### config.mk
export PLATFORM = sky130hd
export DESIGN_NAME = dmem_arbiter
export DESIGN_NICKNAME = d
export VERILOG_FILES = /design/src/rtl/dmem_arbiter.sv
export SDC_FILE = /design/constraint.sdc
export NUM_CORES = 1
export LEC_CHECK = 0
export ABC_AREA = 1
export CAP_MARGIN = 25
export CORE_ASPECT_RATIO = 0.6
export CORE_UTILIZATION = 37
export CTS_BUF_LIST = sky130_fd_sc_hd__clkbuf_4
export CTS_CLUSTER_SIZE = 28
export DETAILED_ROUTE_END_ITERATION = 10
export PLACE_DENSITY = 0.88
export SETUP_SLACK_MARGIN = 0.4
export SYNTH_ARGS = -nofsm -noshare
export SYNTH_HDL_FRONTEND = slang
export SYNTH_SLANG_ARGS = --single-unit
### constraint.sdc
create_clock -name clk -period 2.2 [get_ports clk]
set_clock_uncertainty 0.1 [all_clocks]
set_input_delay 0.22 -clock clk [delete_from_list [all_inputs] [get_ports clk]]
set_output_delay 0.22 -clock clk [all_outputs]
set_load 0.1 [all_outputs]
### src/rtl/dmem_arbiter.sv
// ---------------------------------------------------------------------------
// dmem_arbiter
//
// Shares the single-ported, registered-read data memory between the core
// load/store unit (port 0) and a debug/DMA requester (port 1). One request is
// accepted at a time. Each access takes three cycles:
//   - grant (IDLE)
//   - DMEM drive (ACCESS)
//   - completion (RESP)
//
// Parameters:
//   REG_WIDTH        data word width
//   DMEM_ADDR_WIDTH  byte address width
//   DMEM_DEPTH       DMEM size in bytes
//
// Ports:
//   clk, reset_n                  clock, asynchronous active-low reset
//   mX_req/we/addr/wdata          request and qualifiers from port X
//   mX_gnt                        one-cycle accept pulse (combinational in IDLE)
//   mX_done/err/rdata             completion pulse, reject flag, read data
//   dmem_wr_en/addr/wr_data       DMEM control, driven directly
//   dmem_rdata                    DMEM registered read data
//
// Build option:
//   DMEM_ARB_RR_EN  when defined, conflicting requests alternate round robin.
//                   Otherwise port 0 has fixed priority.
// ---------------------------------------------------------------------------
module dmem_arbiter #(
    parameter int REG_WIDTH       = 32,
    parameter int DMEM_ADDR_WIDTH = 10,
    parameter int DMEM_DEPTH      = 1024
) (
    input  logic                       clk,
    input  logic                       reset_n,

    input  logic                       m0_req,
    input  logic                       m0_we,
    input  logic [DMEM_ADDR_WIDTH-1:0] m0_addr,
    input  logic [REG_WIDTH-1:0]       m0_wdata,
    output logic                       m0_gnt,
    output logic                       m0_done,
    output logic                       m0_err,
    output logic [REG_WIDTH-1:0]       m0_rdata,

    input  logic                       m1_req,
    input  logic                       m1_we,
    input  logic [DMEM_ADDR_WIDTH-1:0] m1_addr,
    input  logic [REG_WIDTH-1:0]       m1_wdata,
    output logic                       m1_gnt,
    output logic                       m1_done,
    output logic                       m1_err,
    output logic [REG_WIDTH-1:0]       m1_rdata,

    output logic                       dmem_wr_en,
    output logic [DMEM_ADDR_WIDTH-1:0] dmem_addr,
    output logic [REG_WIDTH-1:0]       dmem_wr_data,
    input  logic [REG_WIDTH-1:0]       dmem_rdata
);

    localparam logic [1:0] ST_IDLE   = 2'd0;
    localparam logic [1:0] ST_ACCESS = 2'd1;
    localparam logic [1:0] ST_RESP   = 2'd2;

    // Highest legal word address. It is kept one bit wider than the address
    // so the comparison cannot wrap.
    localparam logic [DMEM_ADDR_WIDTH:0] MAX_ADDR =
        (DMEM_ADDR_WIDTH+1)'(DMEM_DEPTH - 4);

    logic [1:0]                 state;
    logic                       owner;
    logic                       lat_we;
    logic [DMEM_ADDR_WIDTH-1:0] lat_addr;
    logic [REG_WIDTH-1:0]       lat_wdata;

    logic any_req;
    logic sel_port1;
    logic addr_err;
    logic in_idle;
    logic in_access;
    logic in_resp;

`ifdef DMEM_ARB_RR_EN
    logic last_port;
`endif

    assign any_req   = m0_req | m1_req;
    assign in_idle   = (state == ST_IDLE);
    assign in_access = (state == ST_ACCESS);
    assign in_resp   = (state == ST_RESP);

    // Port selection. Port 1 wins when it is the only requester.
    // With round robin enabled, port 1 also wins a conflict if port 0 was
    // the most recent grant.
    always_comb begin
        sel_port1 = m1_req & ~m0_req;
`ifdef DMEM_ARB_RR_EN
        if (m0_req && m1_req) begin
            sel_port1 = (last_port == 1'b0);
        end
`endif
    end

    // Misaligned or past the last full word.
    assign addr_err = (lat_addr[1:0] != 2'b00) || ({1'b0, lat_addr} > MAX_ADDR);

    // Grants are gated with reset_n. This keeps them low while reset is
    // held, even though the FSM sits in IDLE during reset.
    assign m0_gnt = reset_n & in_idle & m0_req & ~sel_port1;
    assign m1_gnt = reset_n & in_idle & sel_port1;

    assign m0_done  = in_resp & ~owner;
    assign m1_done  = in_resp &  owner;
    assign m0_err   = m0_done & addr_err;
    assign m1_err   = m1_done & addr_err;
    assign m0_rdata = (m0_done && !lat_we && !addr_err) ? dmem_rdata : '0;
    assign m1_rdata = (m1_done && !lat_we && !addr_err) ? dmem_rdata : '0;

    // Address and data come straight from the latches. They therefore hold
    // their last latched value outside ACCESS. Only the write enable is
    // qualified by state.
    assign dmem_wr_en   = in_access & lat_we & ~addr_err;
    assign dmem_addr    = lat_addr;
    assign dmem_wr_data = lat_wdata;

    // Main sequencer.
    // In IDLE, the selected port's request is captured and the FSM moves to
    // ACCESS. It then steps through ACCESS and RESP unconditionally.
    always_ff @(posedge clk or negedge reset_n) begin
        if (!reset_n) begin
            state     <= ST_IDLE;
            owner     <= 1'b0;
            lat_we    <= 1'b0;
            lat_addr  <= '0;
            lat_wdata <= '0;
        end else begin
            case (state)
                ST_IDLE: begin
                    if (any_req) begin
                        owner     <= sel_port1;
                        lat_we    <= sel_port1 ? m1_we    : m0_we;
                        lat_addr  <= sel_port1 ? m1_addr  : m0_addr;
                        lat_wdata <= sel_port1 ? m1_wdata : m0_wdata;
                        state     <= ST_ACCESS;
                    end
                end
                ST_ACCESS: state <= ST_RESP;
                ST_RESP:   state <= ST_IDLE;
                default:   state <= ST_IDLE;
            endcase
        end
    end

`ifdef DMEM_ARB_RR_EN
    // Records the most recent grant.
    // It resets to 1 so that port 0 wins the first conflict.
    always_ff @(posedge clk or negedge reset_n) begin
        if (!reset_n) begin
            last_port <= 1'b1;
        end else if (in_idle && any_req) begin
            last_port <= sel_port1;
        end
    end
`endif

endmodule
==> After elaboration in Yosys (flattened, before gate mapping) <==
Cells that the tools add are included.
{ "word_totals": {"regBits": 46, "inputBits": 122, "word_cells": 42} }
{ "classes": {"order_cmp": 1, "eq_ne": 3, "mux": 7, "n_bitwise": 16, "reduce_logical": 10} }
{ "op_table": {"columns": ["cell", "count"], "rows": [
  ["32-bit 2-to-1 mux", 3],
  ["1-bit bitwise AND", 11],
  ["10-bit > comparator (second input constant)", 1],
  ["10-bit 2-to-1 mux", 1],
  ["1-bit logical AND", 4],
  ["1-bit inverter", 4],
  ["2-bit case mux with 2 select lines", 1],
  ["2-bit by 1-bit == test with 1-bit output (second input constant)", 1],
  ["2-bit == test (second input constant)", 1],
  ["1-bit zero test", 2],
  ["2-bit zero test", 1],
  ["2-bit 2-to-1 mux", 1],
  ["2-bit != test (second input constant)", 1],
  ["2-bit AND reduction", 1],
  ["2-bit nonzero test", 1],
  ["1-bit logical OR", 1],
  ["1-bit 2-to-1 mux", 1],
  ["1-bit OR", 1]
]} }

==> Depth between registers and ports, before layout <==
Gate-level depths: netlist (run 1).
{ "depth": {"depth_word": 5, "depth_mapped": 7, "ltp_nobuf": 6} }

==> Worst setup path after synthesis (run 1) <==
OpenSTA, ideal clock, no wires.
{ "synth_timing": {"path_kind": "reg2out", "from": "register lat_addr[1], in the netlist dmem_addr[1]", "to": "output m1_rdata[10]", "t_arrival_ns": 3.386, "slack_ns": -1.506, "stages_incl_launch_ff": 5, "n_path_buf": 1, "path_cell_list": "dfrtp_1 -> nor2_1 -> nand2_1 -> clkbuf_1 -> nor3_1"} }
{ "synth_between": {"elab_chain_cells": 5, "elab_cells_between_ends": 6, "cone_classes": "order compare: 1; mux: 1; reduce/logical: 4"} }
{ "synth_rtl": {"columns": ["element", "line_no", "source"], "rows": [
  ["start: declaration", "72", "logic [DMEM_ADDR_WIDTH-1:0] lat_addr;"],
  ["start signal: assignment", "141", "lat_addr <= sel_port1 ? m1_addr : m0_addr;"],
  ["10-bit > comparator or 2-bit nonzero test (tied branches)", "104", "assign addr_err = (lat_addr[1:0] != 2'b00) || ({1'b0, lat_addr} > MAX_ADDR);"],
  ["1-bit logical OR *", "104", null],
  ["1-bit zero test *", "116", "assign m1_rdata = (m1_done && !lat_we && !addr_err) ? dmem_rdata : '0;"],
  ["1-bit logical AND *", "116", null],
  ["32-bit 2-to-1 mux *", "116", null],
  ["end: declaration", "52", "output logic [REG_WIDTH-1:0] m1_rdata,"]
]} }
Mark *: on every way between the ends. The rest lies on a longest branch, timed or not.

==> Final worst setup path (run 1) <==
{ "layout_timing": {"from": "register owner", "to": "output m1_rdata[15]"} }
{ "layout_between": {"elab_chain_cells": 4} }
{ "layout_rtl": {"columns": ["element", "line_no", "source"], "rows": [
  ["start: declaration", "70", "logic owner;"],
  ["start signal: assignment", "139", "owner <= sel_port1;"],
  ["1-bit bitwise AND", "112", "assign m1_done = in_resp & owner;"],
  ["1-bit logical AND (2 in series)", "116", null],
  ["32-bit 2-to-1 mux", "116", null]
]} }
No other way between the ends.

==> results of run 1 <==
==> critical path, stage by stage, from the launching register on <==
cell and delay [ps]:
dfrtp_2 470, buf_6 120, nand3_4 190, buf_16 240
nor3_4 250, buf_12 210
==> routing by layer <==
| layer | up-vias | wire [µm] |
|---|---|---|
| met5 | - | 0 |
| met4 | 0 | 1590 |
| met3 | 136 | 1990 |
| met2 | 446 | 9190 |
| met1 | 2185 | 6560 |
| li1 | 1899 | - |
==> what timing repair did <==
action,CTS,global route
setup endpoints to repair,69,76
endpoints found under the hold margin,46,0
gates cloned,4,3
gates resized for setup,16,9
hold buffers,1,0
setup buffers,8,7
pin swaps,4,56
==> sequential cells by signal, indices dropped and copies added, names as in the netlist <==
signal,cells
dmem_addr,10
dmem_wr_data,32
state,2
lat_we,1
owner,1
==> worst min path at each step <==
stage	cells after the start	end	slack (ps)
final	3	owner$_DFFE_PN0P_	80
after global routing	3	owner$_DFFE_PN0P_	90
after CTS	3	owner$_DFFE_PN0P_	60
after detailed placement	2	dmem_wr_data[16]$_DFFE_PN0P_	280
after global placement	2	dmem_wr_data[12]$_DFFE_PN0P_	270
after floorplan	0	dmem_addr[2]$_DFFE_PN0P_	-180
==> layout make-up <==
class                      instances  area, µm²
clock buffer                       6       45.0
clock inverter                     2       8.76
inverter                          43        166
multi-input combinational        343       2150
timing repair buffer             264       3390
fill                             225        455
tap                              104        130
sequential                        46       1160
==> synthesized netlist by cell type (all sizes together) <==
library cell,n
inv,43
nor3,35
o21ai,1
nand3,45
buf,27
and2,1
dfrtp,46
clkbuf,3
nor2,38
nand2,222
==> cell usage in the layout (no fill, tap or decap), drive strengths merged <==
| master | n |
|---|---|
| clkbuf | 8 |
| buf | 142 |
| clkdlybuf4s50 | 119 |
| nor3 | 35 |
| o21ai | 1 |
| dfrtp | 46 |
| nor2 | 39 |
| clkinv | 2 |
| dlygate4sd3 | 1 |
| inv | 43 |
| nand2 | 222 |
| and2 | 1 |
| nand3 | 45 |
==> metrics by stage <==
step | TNS (ps) | worst slack, ps | utilization, %
finish | -394 | -44.2 | 93.9
global route | -1580 | -108 | 93.9
CTS | 0 | 18.7 | 91.9
detailed placement | 0 | 339 | 88.2
global placement | 0 | 423 | 88.2
floorplan | -13110 | -394 | -
==> kinds of logic (layout without fill, tap and decap cells) <==
kind of cell | after synthesis | count (layout) | synth area share (%)
AOI/OAI and AO/OA | 1 | 1 | 0.547
buffers and inverters | 73 | 315 | 12.1
DFF | 46 | 46 | 38.7
and+or+nand+nor | 341 | 342 | 48.6
==> report_power, final <==
| part | switching (µW) | internal (µW) | total (µW) |
|---|---|---|---|
| registers | 335 | 1260 | 1600 |
| clock network | 319 | 133 | 452 |
| logic | 5550 | 1840 | 7390 |
| total | 6200 | 3230 | 9440 |
==> results.py, run 1 <==
metrics = {
    "clock_network": {
        "clk_pin_slew_ps": 160,
        "cts_tree": "built",
        "cts.path.max_buffers": 2,
        "numCtsBuffers": 5,
        "clk-insertion-delay-late_ps": 390,
        "cts.sinks": 46,
        "cts_root_buffer": "clkbuf_4",
        "h-tree-depth": 2,
    },
    "yosys": {
        "synth_cell_type_count": 19,
        "postSynthCellCount": 461,
        "netlist.area_leader.share_pct": 38.7,
        "ys_ff_latch": 46,
        "netlist_area_mm2": 0.00298,
        "synth.area.top_cells": "dfrtp_1, nand2_1, nand3_1, nor3_1, inv_1",
        "yosysWarningCount": 0,
        "yosys.area.top_type": "dfrtp_1",
        "synth_fp_nets": 583,
        "synth.avg_cell_area_um2": 6.46,
        "synth_seq_area_share_pct": 38.7,
    },
    "worst_setup_path": {
        "crit_path_start": "owner$_DFFE_PN0P_",
        "critical_path_required_ps": 1880,
        "path_class": "flop to primary output",
        "worst_setup_path_end_kind": "primary output",
        "regToRegSetupSlack_ps": 240,
        "timing.rr.end": "dmem_wr_data[27]$_DFFE_PN0P_",
        "crit_end": "m1_rdata[15]",
        "critPathMaxFanout": 8,
        "worstReg2RegStart": "state[1]$_DFFE_PN0P_",
        "ff2ff_path_depth": 7,
        "critPathLaunchType": "flop",
        "worstPathArrival_ps": 1920,
    },
    "timing": {
        "hold_viol": 0,
        "finalCriticalPeriod_ps": 2240,
        "fin_ws_ps": -44.2,
        "slew_viol_final": 0,
        "max_freq_mhz": 446,
        "worst_pin_slew_ps": 662,
        "rsz0062_at_grt": "true",
        "setup_viol_count_final": 23,
        "slew_headroom_pct": 55.7,
        "finalCritPeriodShare_pct": 102,
        "whs_ps": 82.8,
    },
    "power_and_ir_drop": {
        "p_leak_uw": 0.00343,
        "ir_drop_mv": 1.24,
        "finalPower_uw": 9440,
        "p_per_area_mw_per_mm2": 1340,
    },
    "global_route": {
        "antenna_found_initial": 0,
        "grt_pass1_wl_um": 25400,
        "busiest_layer": "met2",
        "gr-total-overflow": 0,
        "grt_use_met2_pct": 71.4,
        "grt_use_total_pct": 40.1,
        "grt_use_met1_pct": 44.3,
        "grt_max_degree": 47,
        "grt_pass1_vias": 4488,
        "grt_use_met3_pct": 9.87,
    },
    "floorplan": {
        "die_w_um": 118,
        "dieArea_mm2": 0.00842,
        "core_area_mm2": 0.00751,
        "io_pins": 235,
        "die_h_um": 71.5,
        "floorplan.initialDensity_pct": 39.7,
        "rows": 24,
    },
    "place": {
        "gp_congestion": 0.874,
        "dp_cells": 777,
        "hpwl_um": 10400,
        "port_buffers": 234,
        "placed_cell_area_mm2": 0.00662,
    },
    "run_status": {
        "violations": "setup timing",
        "outcome": "finished, violations left",
    },
    "drt": {
        "drt-vias-per-instance": 5.77,
        "dr.pass1.iters": 5,
        "finalWirelength_um": 19300,
        "first_iter_violations": 568,
        "route.detailed.drc": 0,
        "ant_nets": 0,
        "vias": 4666,
        "wire_per_inst_um": 23.9,
    },
    "cells_and_area": {
        "diodes": 0,
        "syn_to_final_growth_pct": 137,
        "nets": 825,
        "fin_area_mm2": 0.00705,
        "layout-drive-gt1-share_pct": 34.7,
        "finalNonFillerCells": 808,
    },
    "flow_run": {
        "maxCapViolations": 0,
    },
    "min_path": {
        "min_from": "m1_req",
        "hold_class": "input pin to flop",
    },
}
Note: power is estimated with default switching activity, not from simulation.
==> run 2: changes to the inputs <==
--- a/config.mk
+++ b/config.mk
@@ -13,6 +13,7 @@
 export CTS_CLUSTER_SIZE = 28
 export DETAILED_ROUTE_END_ITERATION = 10
 export PLACE_DENSITY = 0.88
+export REMOVE_ABC_BUFFERS = 1
 export SETUP_SLACK_MARGIN = 0.4
 export SYNTH_ARGS = -nofsm -noshare
 export SYNTH_HDL_FRONTEND = slang
==> results.py, run 2 (synthesized netlist as in run 1, its figures left out) <==
metrics = {
    "timing": {
        "worst_pin_slew_ps": 709,
        "slew_viol_final": 0,
        "slew_headroom_pct": 52.5,
        "max_freq_mhz": 446,
        "hold_viol": 0,
        "finalCritPeriodShare_pct": 102,
        "rsz0062_at_grt": "true",
        "setup_viol_count_final": 20,
        "finalCriticalPeriod_ps": 2240,
        "fin_ws_ps": -43.7,
    },
    "drt": {
        "finalWirelength_um": 20400,
        "wire_per_inst_um": 25.3,
        "vias": 4796,
        "dr.pass1.iters": 8,
        "route.detailed.drc": 0,
        "first_iter_violations": 646,
        "drt-vias-per-instance": 5.94,
        "ant_nets": 0,
    },
    "cells_and_area": {
        "mostFrequentLayoutCell": "nand2_1",
        "largest_register_ffs": 32,
        "syn_to_final_growth_pct": 134,
        "nets": 826,
        "most-common-layout-cells": "nand2_1, clkdlybuf4s50_1, buf_12",
        "diodes": 0,
        "fin_util_pct": 92.9,
        "layout-drive-gt1-share_pct": 33.5,
    },
    "worst_setup_path": {
        "critical_path_required_ps": 1880,
        "cpLargestDelayFamily": "buffers and inverters",
        "worst_setup_path_end_kind": "primary output",
        "critPathMaxFanout": 17,
        "crit_top_cell": "buf_12",
        "worstPathArrival_ps": 1920,
        "crit_buf_inv": 3,
        "critPathLaunchType": "flop",
        "worst_path_max_delay_cell": "dfrtp_2",
        "crit_chain": "inv_1 > nand3_2 > buf_12 > nor3_4 > buf_12",
        "path_class": "flop to primary output",
        "critPathMaxStageDelay_ps": 490,
    },
    "place": {
        "port_buffers": 234,
        "gp_congestion": 0.891,
        "hpwl_um": 9720,
    },
    "min_path": {
        "hold_class": "input pin to flop",
    },
    "power_and_ir_drop": {
        "ir_drop_mv": 1.08,
        "p_per_area_mw_per_mm2": 1370,
        "finalPower_uw": 9560,
        "p_leak_uw": 0.00343,
    },
    "floorplan": {
        "die_w_um": 118,
        "die_h_um": 71.5,
        "core_area_mm2": 0.00751,
        "rows": 24,
        "io_pins": 235,
        "floorplan.initialDensity_pct": 39.7,
        "dieArea_mm2": 0.00842,
    },
    "clock_network": {
        "cts_tree": "built",
        "cts.sinks": 46,
        "clk-insertion-delay-late_ps": 390,
        "cts_root_buffer": "clkbuf_4",
        "h-tree-depth": 2,
        "cts.path.max_buffers": 2,
        "clk_pin_slew_ps": 160,
        "numCtsBuffers": 5,
    },
    "global_route": {
        "grt_use_total_pct": 38.3,
        "antenna_found_initial": 0,
        "gr-total-overflow": 0,
        "grt_pass1_vias": 4259,
        "grt_max_degree": 47,
        "grt_pass1_wl_um": 24400,
    },
    "flow_run": {
        "maxCapViolations": 0,
    },
    "run_status": {
        "outcome": "finished, violations left",
        "violations": "setup timing",
    },
}
==> run 2: cell count changes in the layout (fill, tap and decap cells not counted), sizes merged <==
cell | previous run | this run
clkbuf | 8 | 7
clkinv | 2 | 1
buf | 142 | 143
bufinv | 0 | 1
==> run 2: worst paths after layout <==
check                                    startpoint  cells past startpoint                            to  slack, ps
max                            state[0]$_DFFE_PN0P_                      5                   m1_rdata[1]        -40
min                                          m1_req                      4             owner$_DFFE_PN0P_        230
max reg2reg                    state[0]$_DFFE_PN0P_                      7   dmem_wr_data[4]$_DFFE_PN0P_        170
min reg2reg                dmem_addr[4]$_DFFE_PN0P_                      2      dmem_addr[4]$_DFFE_PN0P_        400
max in group asynchronous                   reset_n                      3          state[0]$_DFFE_PN0P_       1200
min in group asynchronous                   reset_n                      3  dmem_wr_data[13]$_DFFE_PN0P_        370
==> run 2: cell type report <==
type	count	area (µm²)
clock buffers	5	37.5
clock inverters	2	33.8
fillers	241	531
inverters	43	164
multi-input cells	343	2120
flip-flops and latches	46	1150
well taps	104	130
repair buffers	265	3340
==> run 2: layer usage <==
layer | vias up | GRT usage (%) | wire [µm] | share of wire, %
met5 | - | 0 | 0 | 0
met4 | 0 | 16.7 | 1680 | 8.2
met3 | 175 | 8.12 | 2590 | 13
met2 | 536 | 69.7 | 9350 | 46
met1 | 2191 | 44.1 | 6820 | 33
li1 | 1894 | - | - | -
==> run 2: per-stage QoR <==
stage / setup slack, ps / cell area, µm² / instances / hold WS (ps) / setup TNS (ps)
2_1_floorplan: -1740 / 2780 / 431 / -176 / -101220
3_3_place_gp: 407 / 5920 / 777 / 257 / 0
3_5_place_dp: 341 / 5920 / 777 / 256 / 0
4_1_cts: 136 / 6690 / 797 / 223 / 0
5_1_grt: -180 / 6980 / 808 / 215 / -1270
6_report: -43.7 / 6980 / 808 / 233 / -369
==> run 2: power by group <==
part / internal (µW) / leakage [µW] / switching, µW
sequential: 1250 / 0.000570 / 333
combinational: 1820 / 0.00282 / 5610
clock: 230 / 0.0000387 / 322
total: 3290 / 0.00343 / 6270
==> run 2: worst reg2reg max path, cell delays in order, from the launching register on <==
cell	delay [ps]
dfrtp_2	490
buf_4	160
nor2_4	150
inv_4	60
buf_4	170
nor2_4	560
nand2_1	190
nand2_1	110
==> run 2: what timing repair did <==
item | in CTS | in global routing
buffers inserted | 9 | 6
resized for setup | 124 | 33
endpoints found under the hold margin | 46 | 0
pin swaps | 6 | 14
hold buffers | 1 | 0
gates cloned | 3 | 5
endpoints found under the setup margin | 70 | 84
==> run 3: changes to the inputs <==
--- a/config.mk
+++ b/config.mk
@@ -6,7 +6,7 @@
 export NUM_CORES = 1
 export LEC_CHECK = 0
 export ABC_AREA = 1
-export CAP_MARGIN = 25
+export CAP_MARGIN = 15
 export CORE_ASPECT_RATIO = 0.6
 export CORE_UTILIZATION = 37
 export CTS_BUF_LIST = sky130_fd_sc_hd__clkbuf_4
@@ -14,7 +14,6 @@
 export DETAILED_ROUTE_END_ITERATION = 10
 export PLACE_DENSITY = 0.88
 export REMOVE_ABC_BUFFERS = 1
-export SETUP_SLACK_MARGIN = 0.4
 export SYNTH_ARGS = -nofsm -noshare
 export SYNTH_HDL_FRONTEND = slang
 export SYNTH_SLANG_ARGS = --single-unit
==> results.py, run 3 (synthesized netlist as in run 1, its figures left out) <==
metrics = {
    "run_status": {
        "outcome": "finished, violations left",
        "violations": "setup timing",
    },
    "drt": {
        "wire_per_inst_um": 15.8,
        "route.detailed.drc": 0,
        "first_iter_violations": 251,
        "finalWirelength_um": 12400,
        "dr.pass1.iters": 5,
        "ant_nets": 0,
        "vias": 3823,
        "drt-vias-per-instance": 4.85,
    },
    "floorplan": {
        "rows": 24,
        "io_pins": 235,
        "core_area_mm2": 0.00751,
        "die_h_um": 71.5,
        "die_w_um": 118,
        "dieArea_mm2": 0.00842,
        "floorplan.initialDensity_pct": 39.7,
    },
    "timing": {
        "fin_ws_ps": -6.70,
        "finalCriticalPeriod_ps": 2210,
        "worst_pin_slew_ps": 577,
        "slew_headroom_pct": 61.6,
        "max_freq_mhz": 453,
        "setup_viol_count_final": 1,
        "tns_ps": -6.70,
        "rsz0062_at_grt": "true",
        "hold_viol": 0,
        "finalCritPeriodShare_pct": 100,
        "slew_viol_final": 0,
        "whs_ps": 150,
    },
    "global_route": {
        "busiest_layer": "met2",
        "antenna_found_initial": 0,
        "gr-total-overflow": 0,
        "grt_use_total_pct": 29.4,
        "grt_use_met1_pct": 36.4,
        "grt_pass1_vias": 3825,
        "grt_use_met2_pct": 53.3,
        "grt_max_degree": 47,
        "grt_use_met3_pct": 6.37,
        "grt_pass1_wl_um": 19600,
    },
    "clock_network": {
        "cts.path.max_buffers": 2,
        "numCtsBuffers": 5,
        "cts_root_buffer": "clkbuf_4",
        "cts_tree": "built",
        "h-tree-depth": 2,
        "cts.sinks": 46,
        "clk-insertion-delay-late_ps": 350,
        "clk_pin_slew_ps": 130,
    },
    "worst_setup_path": {
        "critPathLaunchType": "flop",
        "path_class": "flop to primary output",
        "worst_setup_path_end_kind": "primary output",
        "critical_path_required_ps": 1880,
        "worstPathArrival_ps": 1890,
        "critPathMaxFanout": 34,
    },
    "cells_and_area": {
        "fill_cells": 482,
        "diodes": 0,
        "largest_register_ffs": 32,
        "syn_to_final_growth_pct": 107,
        "fin_util_pct": 81.9,
        "layout-drive-gt1-share_pct": 27.2,
        "fin_area_mm2": 0.00615,
        "multi_input_area_mm2": 0.00158,
        "regArea_mm2": 0.00115,
        "most-common-layout-cells": "nand2_1, clkdlybuf4s50_1, buf_12",
        "mostFrequentLayoutCell": "nand2_1",
        "nets": 807,
    },
    "power_and_ir_drop": {
        "clock_power_share_pct": 6.1,
        "p_leak_uw": 0.00304,
        "ir_drop_mv": 0.989,
        "combPwrFrac_pct": 75.5,
        "p_sw_share_pct": 64.5,
        "switchingPower_uw": 5280,
        "power_frac_seq_pct": 18.5,
        "p_per_area_mw_per_mm2": 1330,
        "p_int_uw": 2900,
    },
    "min_path": {
        "hold_class": "input pin to flop",
    },
    "place": {
        "placed_cell_area_mm2": 0.00592,
        "port_buffers": 234,
        "gp_congestion": 0.891,
        "hpwl_um": 9720,
        "dp_slack_ps": 341,
    },
    "flow_run": {
        "maxCapViolations": 0,
    },
}
## run 3: cell types whose count changed in the layout (fill, tap and decap cells not counted), moves of 5 or more
cell / change
buf_6: -5
nor3_2: +11
buf_4: -5
nor3_4: -34
nor3_1: +23
nor2_4: -34
nor2_2: +30
## run 3: power by group through the flow
| stage | sequential (µW) | combinational (µW) | clock (µW) |
|---|---|---|---|
| after floorplan | 4140 | 1670 | 0 |
| after global routing | 1560 | 6390 | 538 |
| after detailed placement | 1520 | 6070 | 0 |
| after CTS | 1510 | 6120 | 507 |
| final | 1510 | 6170 | 497 |
| after global placement | 1510 | 5990 | 0 |
## run 3: area by class of cell
cell class	count	share of cell area, %
clock inverters	2	0.550
multi-input cells	342	25.7
clock buffers	5	0.611
well taps	104	2.12
repair buffers	247	49.7
inverters	43	2.63
flip-flops and latches	46	18.7
## run 3: worst paths after layout
| check | to | start | depth (start not counted) | slack (ps) |
|---|---|---|---|---|
| setup / recovery | m1_rdata[0] | state[0]$_DFFE_PN0P_ | 5 | -7 |
| hold / removal | owner$_DFFE_PN0P_ | m1_req | 3 | 150 |
| setup reg to reg | dmem_wr_data[1]$_DFFE_PN0P_ | state[1]$_DFFE_PN0P_ | 7 | 400 |
| hold reg to reg | dmem_addr[4]$_DFFE_PN0P_ | dmem_addr[4]$_DFFE_PN0P_ | 2 | 400 |
| max in group asynchronous | dmem_wr_data[8]$_DFFE_PN0P_ | reset_n | 3 | 1230 |
| min in group asynchronous | dmem_wr_data[21]$_DFFE_PN0P_ | reset_n | 3 | 390 |
## run 3: critical path: stages, from the launching register on
cell     delay [ps]
dfrtp_1         480
inv_1           100
nand3_2          50
buf_4           270
nor3_1          390
buf_12          230
## run 3: timing repair
action	CTS	global route
hold endpoints to repair	46	0
pin swaps	1	0
hold buffers	1	0
gates resized for setup	7	29
setup endpoints to repair	29	60
setup buffers	2	2
## run 3: layer usage
layer | part of all wire, % | wire [µm] | vias up
li1 | - | - | 1846
met1 | 41 | 5120 | 1810
met2 | 51 | 6310 | 155
met3 | 6.8 | 844 | 12
met4 | 1.2 | 153 | 0
met5 | 0 | 0 | -
## run 3: through the flow
step	power [µW]	cells
2_1_floorplan	5810	431
3_3_place_gp	7490	777
3_5_place_dp	7600	777
4_1_cts	8130	787
5_1_grt	8490	789
6_report	8180	789
